**src/rtl/cpu_regs_wb_ctrl_pkg.sv**
```systemverilog
// Shared types and constants for the CPU register file and its write-back path.
package cpu_regs_pkg;

    localparam int unsigned CPU_NREGS  = 8;
    localparam int unsigned CPU_REG_AW = 3;
    localparam int unsigned CPU_DW     = 32;

    typedef logic [CPU_REG_AW-1:0] reg_addr_t;
    typedef logic [CPU_DW-1:0]     reg_data_t;

    // Write-back producer identity; also used as the round-robin pointer value.
    typedef enum logic {
        WB_ALU  = 1'b0,
        WB_LOAD = 1'b1
    } wb_src_e;

    // The producer that should be preferred after `s` has been served.
    function automatic wb_src_e wb_other(input wb_src_e s);
        return (s == WB_ALU) ? WB_LOAD : WB_ALU;
    endfunction

endpackage

```
**src/rtl/cpu_rr_arb2.sv**
```systemverilog
// Two-way round-robin arbiter. The pointer names the requester that wins a tie
// and advances only when a grant is actually consumed (xfer).
module cpu_rr_arb2
    import cpu_regs_pkg::*;
(
    input  logic       clk,
    input  logic       rst,
    input  logic [1:0] req,
    input  logic       xfer,
    output logic [1:0] gnt
);

    wb_src_e ptr_q;
    wb_src_e ptr_d;
    wb_src_e won;

    // Grant the lone requester, or the pointed-to one when both request.
    always_comb begin
        gnt = 2'b00;
        case (req)
            2'b01:   gnt = 2'b01;
            2'b10:   gnt = 2'b10;
            2'b11:   gnt = (ptr_q == WB_ALU) ? 2'b01 : 2'b10;
            default: gnt = 2'b00;
        endcase
    end

    // After a transfer, prefer whichever producer was not just served.
    always_comb begin
        won   = gnt[1] ? WB_LOAD : WB_ALU;
        ptr_d = ptr_q;
        if (xfer) begin
            ptr_d = wb_other(won);
        end
    end

    // Pointer register; reset favours the ALU.
    always_ff @(posedge clk or posedge rst) begin
        if (rst) begin
            ptr_q <= WB_ALU;
        end else begin
            ptr_q <= ptr_d;
        end
    end

endmodule

```
**src/rtl/cpu_regs_wb_ctrl.sv**
```systemverilog
// Write-back controller and busy scoreboard for the CPU register file.
// Arbitrates wb0 (ALU) and wb1 (load) onto the single write port with one
// cycle of latency, tracks pending destinations, and flags operand hazards.
// Optional operand forwarding from the in-flight write: CPU_REGS_WB_BYPASS_EN.
module cpu_regs_wb_ctrl
    import cpu_regs_pkg::*;
#(
    parameter int unsigned NREGS = CPU_NREGS,
    parameter int unsigned AW    = CPU_REG_AW,
    parameter int unsigned DW    = CPU_DW
) (
    input  logic             clk,
    input  logic             rst,
    input  logic             claim_valid,
    input  logic [AW-1:0]    claim_addr,
    output logic             claim_ready,
    input  logic             wb0_valid,
    input  logic [AW-1:0]    wb0_addr,
    input  logic [DW-1:0]    wb0_data,
    output logic             wb0_ready,
    input  logic             wb1_valid,
    input  logic [AW-1:0]    wb1_addr,
    input  logic [DW-1:0]    wb1_data,
    output logic             wb1_ready,
    output logic             rf_write_enable,
    output logic [AW-1:0]    rf_write_dest,
    output logic [DW-1:0]    rf_write_data,
    input  logic [AW-1:0]    rd0_addr,
    input  logic [AW-1:0]    rd1_addr,
    output logic             rd0_busy,
    output logic             rd1_busy,
    output logic [NREGS-1:0] busy_vec,
    output logic             wb_orphan
`ifdef CPU_REGS_WB_BYPASS_EN
    ,
    output logic             rd0_fwd_valid,
    output logic [DW-1:0]    rd0_fwd_data,
    output logic             rd1_fwd_valid,
    output logic [DW-1:0]    rd1_fwd_data
`endif
);

    logic [1:0]       req;
    logic [1:0]       gnt;
    logic             xfer;

    logic             wen_q;
    logic             wen_d;
    logic [AW-1:0]    dest_q;
    logic [AW-1:0]    dest_d;
    logic [DW-1:0]    data_q;
    logic [DW-1:0]    data_d;

    logic [NREGS-1:0] busy_q;
    logic [NREGS-1:0] busy_d;
    logic             orphan_q;
    logic             orphan_d;
    logic             claim_fire;

    assign req  = {wb1_valid, wb0_valid};
    assign xfer = |(req & gnt);

    cpu_rr_arb2 u_arb (
        .clk  (clk),
        .rst  (rst),
        .req  (req),
        .xfer (xfer),
        .gnt  (gnt)
    );

    assign wb0_ready = gnt[0];
    assign wb1_ready = gnt[1];

    // Capture the granted producer's result; dest/data hold when idle.
    always_comb begin
        wen_d  = xfer;
        dest_d = dest_q;
        data_d = data_q;
        if (gnt[0]) begin
            dest_d = wb0_addr;
            data_d = wb0_data;
        end else if (gnt[1]) begin
            dest_d = wb1_addr;
            data_d = wb1_data;
        end
    end

    // Write-port pipeline register; reset drops any in-flight write.
    always_ff @(posedge clk or posedge rst) begin
        if (rst) begin
            wen_q  <= 1'b0;
            dest_q <= '0;
            data_q <= '0;
        end else begin
            wen_q  <= wen_d;
            dest_q <= dest_d;
            data_q <= data_d;
        end
    end

    assign rf_write_enable = wen_q;
    assign rf_write_dest   = dest_q;
    assign rf_write_data   = data_q;

    // A register whose commit is still in flight reads as busy, so a claim on it is refused.
    assign claim_ready = ~busy_q[claim_addr];
    assign claim_fire  = claim_valid & claim_ready;

    // Scoreboard update: commit clears first, then a claim sets, so both land when they differ.
    always_comb begin
        busy_d   = busy_q;
        orphan_d = orphan_q;
        if (wen_q) begin
            busy_d[dest_q] = 1'b0;
            if (!busy_q[dest_q]) begin
                orphan_d = 1'b1;
            end
        end
        if (claim_fire) begin
            busy_d[claim_addr] = 1'b1;
        end
    end

    // Scoreboard and sticky orphan flag registers.
    always_ff @(posedge clk or posedge rst) begin
        if (rst) begin
            busy_q   <= '0;
            orphan_q <= 1'b0;
        end else begin
            busy_q   <= busy_d;
            orphan_q <= orphan_d;
        end
    end

    assign busy_vec  = busy_q;
    assign wb_orphan = orphan_q;

`ifdef CPU_REGS_WB_BYPASS_EN
    assign rd0_fwd_valid = wen_q & (dest_q == rd0_addr);
    assign rd1_fwd_valid = wen_q & (dest_q == rd1_addr);
    assign rd0_fwd_data  = data_q;
    assign rd1_fwd_data  = data_q;
    assign rd0_busy      = busy_q[rd0_addr] & ~rd0_fwd_valid;
    assign rd1_busy      = busy_q[rd1_addr] & ~rd1_fwd_valid;
`else
    assign rd0_busy      = busy_q[rd0_addr];
    assign rd1_busy      = busy_q[rd1_addr];
`endif

endmodule

```
**config.mk**
```make
export PLATFORM = sky130hd
export DESIGN_NAME = cpu_regs_wb_ctrl
export DESIGN_NICKNAME = d
export VERILOG_FILES = /design/src/rtl/cpu_regs_wb_ctrl_pkg.sv /design/src/rtl/cpu_rr_arb2.sv /design/src/rtl/cpu_regs_wb_ctrl.sv
export SDC_FILE = /design/constraint.sdc
export NUM_CORES = 1
export LEC_CHECK = 0
export ABC_AREA = 1
export BUFFER_PORTS_ARGS = -buffer_cell sky130_fd_sc_hd__buf_2
export CAP_MARGIN = 30
export CORE_UTILIZATION = 30
export DETAILED_ROUTE_END_ITERATION = 8
export PLACE_DENSITY = 0.55
export SLEW_MARGIN = 10
export SYNTH_ARGS = -nofsm -noshare
export SYNTH_HDL_FRONTEND = slang
export SYNTH_SLANG_ARGS = --single-unit
```
**constraint.sdc**
```tcl
create_clock -name clk -period 3.1 [get_ports clk]
set_input_delay 0.155 -clock clk [delete_from_list [all_inputs] [get_ports clk]]
set_output_delay 0.155 -clock clk [all_outputs]
set_load 0.01 [all_outputs]
```
==> results by group, run 1 <==
Status
  – Status: completed

Hold path
  – Hold endpoint: rf_write_data[30]
  – Worst min-delay path category: in -> reg
  – Hold Startpoint: wb1_data[30]
  – Hold depth: 3

GRT
  – Largest net degree at the start of global routing: 37
  – Total GRT Usage: 0.167
  – Antenna violations before repair: 1
  – Vias in the first global route: 2544
  – Global route total overflow: 0
  – First-pass GRT wire length: 11300 µm

Detailed routing
  – Vias: 2531
  – # DRC: 0
  – Initial DRC count: 90
  – Vias per Instance: 4.57
  – Final ANT Viol Nets: 0
  – Final wirelength: 6650 µm
  – Drt pass-1 iters: 4
  – DR WL/cell: 12.0 µm

Clock tree
  – Cts repair resizes: 0
  – CTS root buffer: clkbuf_8
  – Total CTS buffers: 5
  – Post-CTS Setup Bufs: 0
  – # H-tree levels: 2
  – # hold bufs at CTS: 1
  – CTS sink cnt: 46
  – Clock transition at the registers of the reported paths: 90 ps
  – CTS tree: yes
  – Clock tree buffer depth: 2
  – Worst skew pair latency: 290 ps

Die
  – IO Pins: 134
  – Initial core utilization: 0.314
  – Die extent in x: 92.3 µm
  – Die H: 92.3 µm
  – Full die area: 8530 µm²
  – Rows: 32
  – Core area: 7810 µm²

Pwr
  – VDD IR max: 0.000275 V
  – Total power: 1.85 mW
  – PwrDens: 553 nW/µm²
  – Leak: 1.81 nW

Setup path
  – R2r worst-path depth: 6
  – CP endpoint kind: output port
  – Critical Path AT: 1590 ps
  – Crit Path Class: reg -> out
  – Reg-to-Reg End: rf_write_data[18]
  – Crit path launch type: register
  – R2r setup slk: 1760 ps
  – Critical path fanouts, max: 36
  – Worst R2R Start: u_arb.ptr_q
  – WP data required: 2940 ps

Layout
  – Final #Nets: 535
  – Share of cells above drive strength 1: 0.369
  – Area grow syn2layout: 36.4%
  – Fin util: 0.428
  – Diode count: 0

Timing
  – Skew final: 3.74 ps
  – PnR worst setup slack: 1360 ps
  – Total negative slack: 0 ps
  – Final setup vio count: 0
  – RSZ-0062 raised after global routing: no
  – Final Hold Fails: 0
  – Relative slew slack: 0.600
  – Final Critical Period: 1740 ps
  – Worst-Margin Slew: 599 ps
  – Period utilisation layout: 0.562
  – Max-slew violations: 0
  – Achievable clock frequency: 574 MHz

Place
  – HPWL reported at the end of detailed placement: 5090 µm
  – I/O Buffers: 133
  – DP Worst Slack: 1640 ps
  – GPL Wtd Cong: 0.773

Yosys
  – Mean Syn Cell Area: 7.65 µm²
  – Yosys Warn Count: 0
  – Synth cell types: 21
  – Sequential area share after synthesis: 0.470
  – Synth Cell Area: 2450 µm²
  – Flops & latches, synth: 46
  – Gate Count Post-Synth: 320
  – Post-synthesis net count: 404

Flow run
  – Max-Cap Viols: 0
## power by group
part	switching (mW)	internal [mW]	total [mW]
registers	0.0834	0.693	0.776
logic	0.314	0.214	0.528
clock network	0.200	0.344	0.544
total	0.597	1.25	1.85
## cells by family (layout without fill, tap and decap cells)
logic type             Yosys count  count (layout)  synth area share
AO/OA/AOI/OAI                   27              27            0.0654
flip-flops                      46              46             0.470
buffers and inverters           36             168            0.0736
AND/OR/NAND/NOR                211             211             0.391
## critical path: stages (launching register included)
cell	delay (ps)
dfrtp_1	370
nand2_1	60
nand2_1	100
nand2_1	80
inv_2	440
buf_2	240
## sequential cells by signal (all words and copies together), names as in the netlist
name / flops
rf_write_data: 32
busy_vec: 8
rf_write_dest: 3
rf_write_enable: 1
u_arb.ptr_q: 1
wb_orphan: 1
## cell usage after synthesis
| cell | instances | area, µm² |
|---|---|---|
| nand3_1 | 37 | 185 |
| o211ai_1 | 8 | 60.1 |
| nand3_2 | 10 | 100 |
| o21ai_0 | 12 | 60.1 |
| nand2_2 | 5 | 31.3 |
| inv_8 | 1 | 11.3 |
| buf_2 | 6 | 30.0 |
| dfrtp_1 | 46 | 1150 |
| buf_6 | 4 | 45.0 |
| a21oi_1 | 5 | 25.0 |
| nor2_4 | 1 | 11.3 |
| inv_1 | 20 | 75.1 |
| nor2_8 | 1 | 20.0 |
| nand2_1 | 139 | 522 |
| or2_0 | 1 | 6.26 |
| nand4_1 | 1 | 6.26 |
| nor2_1 | 14 | 52.6 |
| o21a_1 | 2 | 15.0 |
| nand2_4 | 2 | 22.5 |
| clkbuf_1 | 2 | 7.51 |
| inv_2 | 3 | 11.3 |
## area by class of cell
cell class | instances | area, µm²
Inverter | 24 | 97.6
Clock buffer | 6 | 82.6
Fill cell | 826 | 4470
Tap cell | 102 | 128
Clock inverter | 2 | 60.1
Sequential cell | 46 | 1150
Timing Repair Buffer | 136 | 703
Multi-Input combinational cell | 238 | 1120
## worst max path at each step
| stage | start | end | slack [ps] | depth (start not counted) |
|---|---|---|---|---|
| 2_1_floorplan | rst | busy_vec[0] | 1860 | 1 |
| 3_3_place_gp | u_arb.ptr_q | wb1_ready | 1680 | 5 |
| 3_5_place_dp | u_arb.ptr_q | wb1_ready | 1640 | 5 |
| 4_1_cts | u_arb.ptr_q | wb1_ready | 1300 | 5 |
| 5_1_grt | u_arb.ptr_q | wb1_ready | 1210 | 5 |
| 6_report | u_arb.ptr_q | wb1_ready | 1360 | 5 |
## cell usage in the layout, fill, tap and decap left out, drive strengths merged
cell / count
nand2: 146
buf: 135
nand3: 47
dfrtp: 46
inv: 24
nor2: 16
o21ai: 12
o211ai: 8
clkbuf: 6
a21oi: 5
o21a: 2
bufinv: 2
or2: 1
nand4: 1
dlygate4sd3: 1
## stage by stage
step                      area, µm²  hold WS [ps]  cells
after floorplan                2450           275    320
after global placement         3170           361    544
after detailed placement       3190           119    545
after CTS                      3340          49.8    554
after global routing           3340          46.2    554
final                          3340          59.3    554
## routing by layer
| metal | GRT usage | routed length, µm | up-vias |
|---|---|---|---|
| li1 | - | - | 1275 |
| met4 | 0.0521 | 130 | 2 |
| met1 | 0.207 | 2770 | 1138 |
| met5 | 0 | 13 | - |
| met3 | 0.0452 | 550 | 13 |
| met2 | 0.283 | 3190 | 103 |
Note: power is estimated with default switching activity, not from simulation.
==> run 2, diff against run 1 <==
- clock period: 3.1 -> 1.81 ns (I/O delays scaled with it)
==> results by group, run 2 (synthesis gave the netlist of run 1 again) <==
Timing
  – Worst hold slack: 9.94 ps
  – Worst-Margin Slew: 604 ps
  – Relative slew slack: 0.597
  – Total negative slack: 0 ps
  – RSZ-0062 raised after global routing: no
  – Final setup vio count: 0
  – Final Hold Fails: 0
  – Skew final: 6.70 ps
  – Period utilisation layout: 0.895
  – Max-slew violations: 0
  – Achievable clock frequency: 617 MHz
  – Final Critical Period: 1620 ps

Clock tree
  – CTS tree: yes
  – CTS sink cnt: 46
  – Worst skew pair latency: 300 ps
  – # H-tree levels: 2
  – Cts repair resizes: 0
  – Total CTS buffers: 5
  – Clock transition at the registers of the reported paths: 90 ps
  – CTS root buffer: clkbuf_8
  – Clock tree buffer depth: 2

GRT
  – Largest net degree at the start of global routing: 37
  – Antenna violations before repair: 0
  – Vias in the first global route: 2698
  – First-pass GRT wire length: 12500 µm
  – Total GRT Usage: 0.185
  – Global route total overflow: 0

Die
  – Die extent in x: 92.3 µm
  – IO Pins: 134
  – Rows: 32
  – Initial core utilization: 0.314
  – Die H: 92.3 µm
  – Full die area: 8530 µm²
  – Core area: 7810 µm²

Status
  – Status: completed

Detailed routing
  – Initial DRC count: 127
  – Vias per Instance: 4.53
  – Final ANT Viol Nets: 0
  – Vias: 2697
  – Drt pass-1 iters: 6
  – Final wirelength: 7550 µm
  – # DRC: 0
  – DR WL/cell: 12.7 µm

Setup path
  – CP endpoint kind: output port
  – Critical path fanouts, max: 36
  – Crit Path Class: reg -> out
  – Crit path launch type: register
  – Critical Path AT: 1530 ps
  – R2r worst-path depth: 5
  – WP data required: 1720 ps

Pwr
  – PwrDens: 823 nW/µm²
  – Leak: 1.98 nW
  – Sw Share: 0.342
  – VDD IR max: 0.000336 V
  – Sequential Power Share: 0.435
  – Internal power: 2.02 mW
  – Clock power frac: 0.244
  – Net Switching: 1.05 mW
  – Combinational share of power: 0.321

Hold path
  – Hold depth: 3
  – Worst min-delay path category: in -> reg

Flow run
  – Max-Cap Viols: 0

Layout
  – Fillcell total: 770
  – Most common cell after layout, fill and taps aside: nand2_1
  – Share of cells above drive strength 1: 0.340
  – Area grow syn2layout: 52.6%
  – Diode count: 0
  – Final #Nets: 577
  – Most frequent cells in the layout: nand2_1, buf_2, dfrtp_1
  – Max FFs per register: 32

Place
  – I/O Buffers: 133
  – HPWL reported at the end of detailed placement: 5130 µm
  – GPL Wtd Cong: 0.757
## run 2: worst max-delay path, cell delays in order, from the launching register on
cell and delay, ps:
dfrtp_1 380, nand2_1 60, nand2_1 80, inv_2 460
buf_2 240
## run 2: routing by layer
metal | global-route usage | part of all wire | vias to the layer above
met4 | 0.0430 | 0.013 | 0
li1 | - | - | 1361
met3 | 0.0468 | 0.071 | 10
met2 | 0.323 | 0.48 | 105
met1 | 0.228 | 0.44 | 1221
met5 | 0 | 0 | -
## run 2: power groups by stage
stage,Combinational [mW],Sequential (mW),Clock (mW)
2_1_floorplan,0.468,1.40,0
3_3_place_gp,0.912,1.36,0
3_5_place_dp,0.927,1.35,0
4_1_cts,0.995,1.34,0.779
5_1_grt,1.11,1.36,0.821
6_report,0.987,1.34,0.752
## run 2: path summary, 6_finish.rpt
path	startpoint	end	slack (ps)
max	u_arb.ptr_q	wb0_ready	190
min	wb1_data[9]	rf_write_data[9]	10
max reg2reg	u_arb.ptr_q	rf_write_data[5]	490
min reg2reg	wb_orphan	wb_orphan	460
max in group asynchronous	rst	busy_vec[1]	910
min in group asynchronous	rst	rf_write_data[26]	380
## run 2: timing repair
action / in CTS / in global routing
hold buffers: 42 / 0
endpoints found under the hold margin: 53 / 0
setup buffers: 0 / 0
endpoints found under the setup margin: 0 / 0
## run 2: area by class of cell
cell class / instances / area [µm²] / area share
clock buffer: 5 / 68.8 / 0.0184
clock inverter: 3 / 40.0 / 0.0107
inverter: 24 / 97.6 / 0.0261
multi-input combinational: 238 / 1120 / 0.299
sequential: 46 / 1150 / 0.308
tap: 102 / 128 / 0.0342
timing repair buffer: 178 / 1130 / 0.303
## run 2: stage by stage
step           power (mW)  setup slack (ps)  area [µm²]  instances  utilization
3_3_place_gp         2.27               483        3210        546        0.411
2_1_floorplan        1.86               632        2450        320            -
4_1_cts              3.11               149        3740        596        0.479
3_5_place_dp         2.28               494        3210        546        0.411
6_report             3.08               190        3740        596        0.479
5_1_grt              3.29              1.76        3740        596        0.479
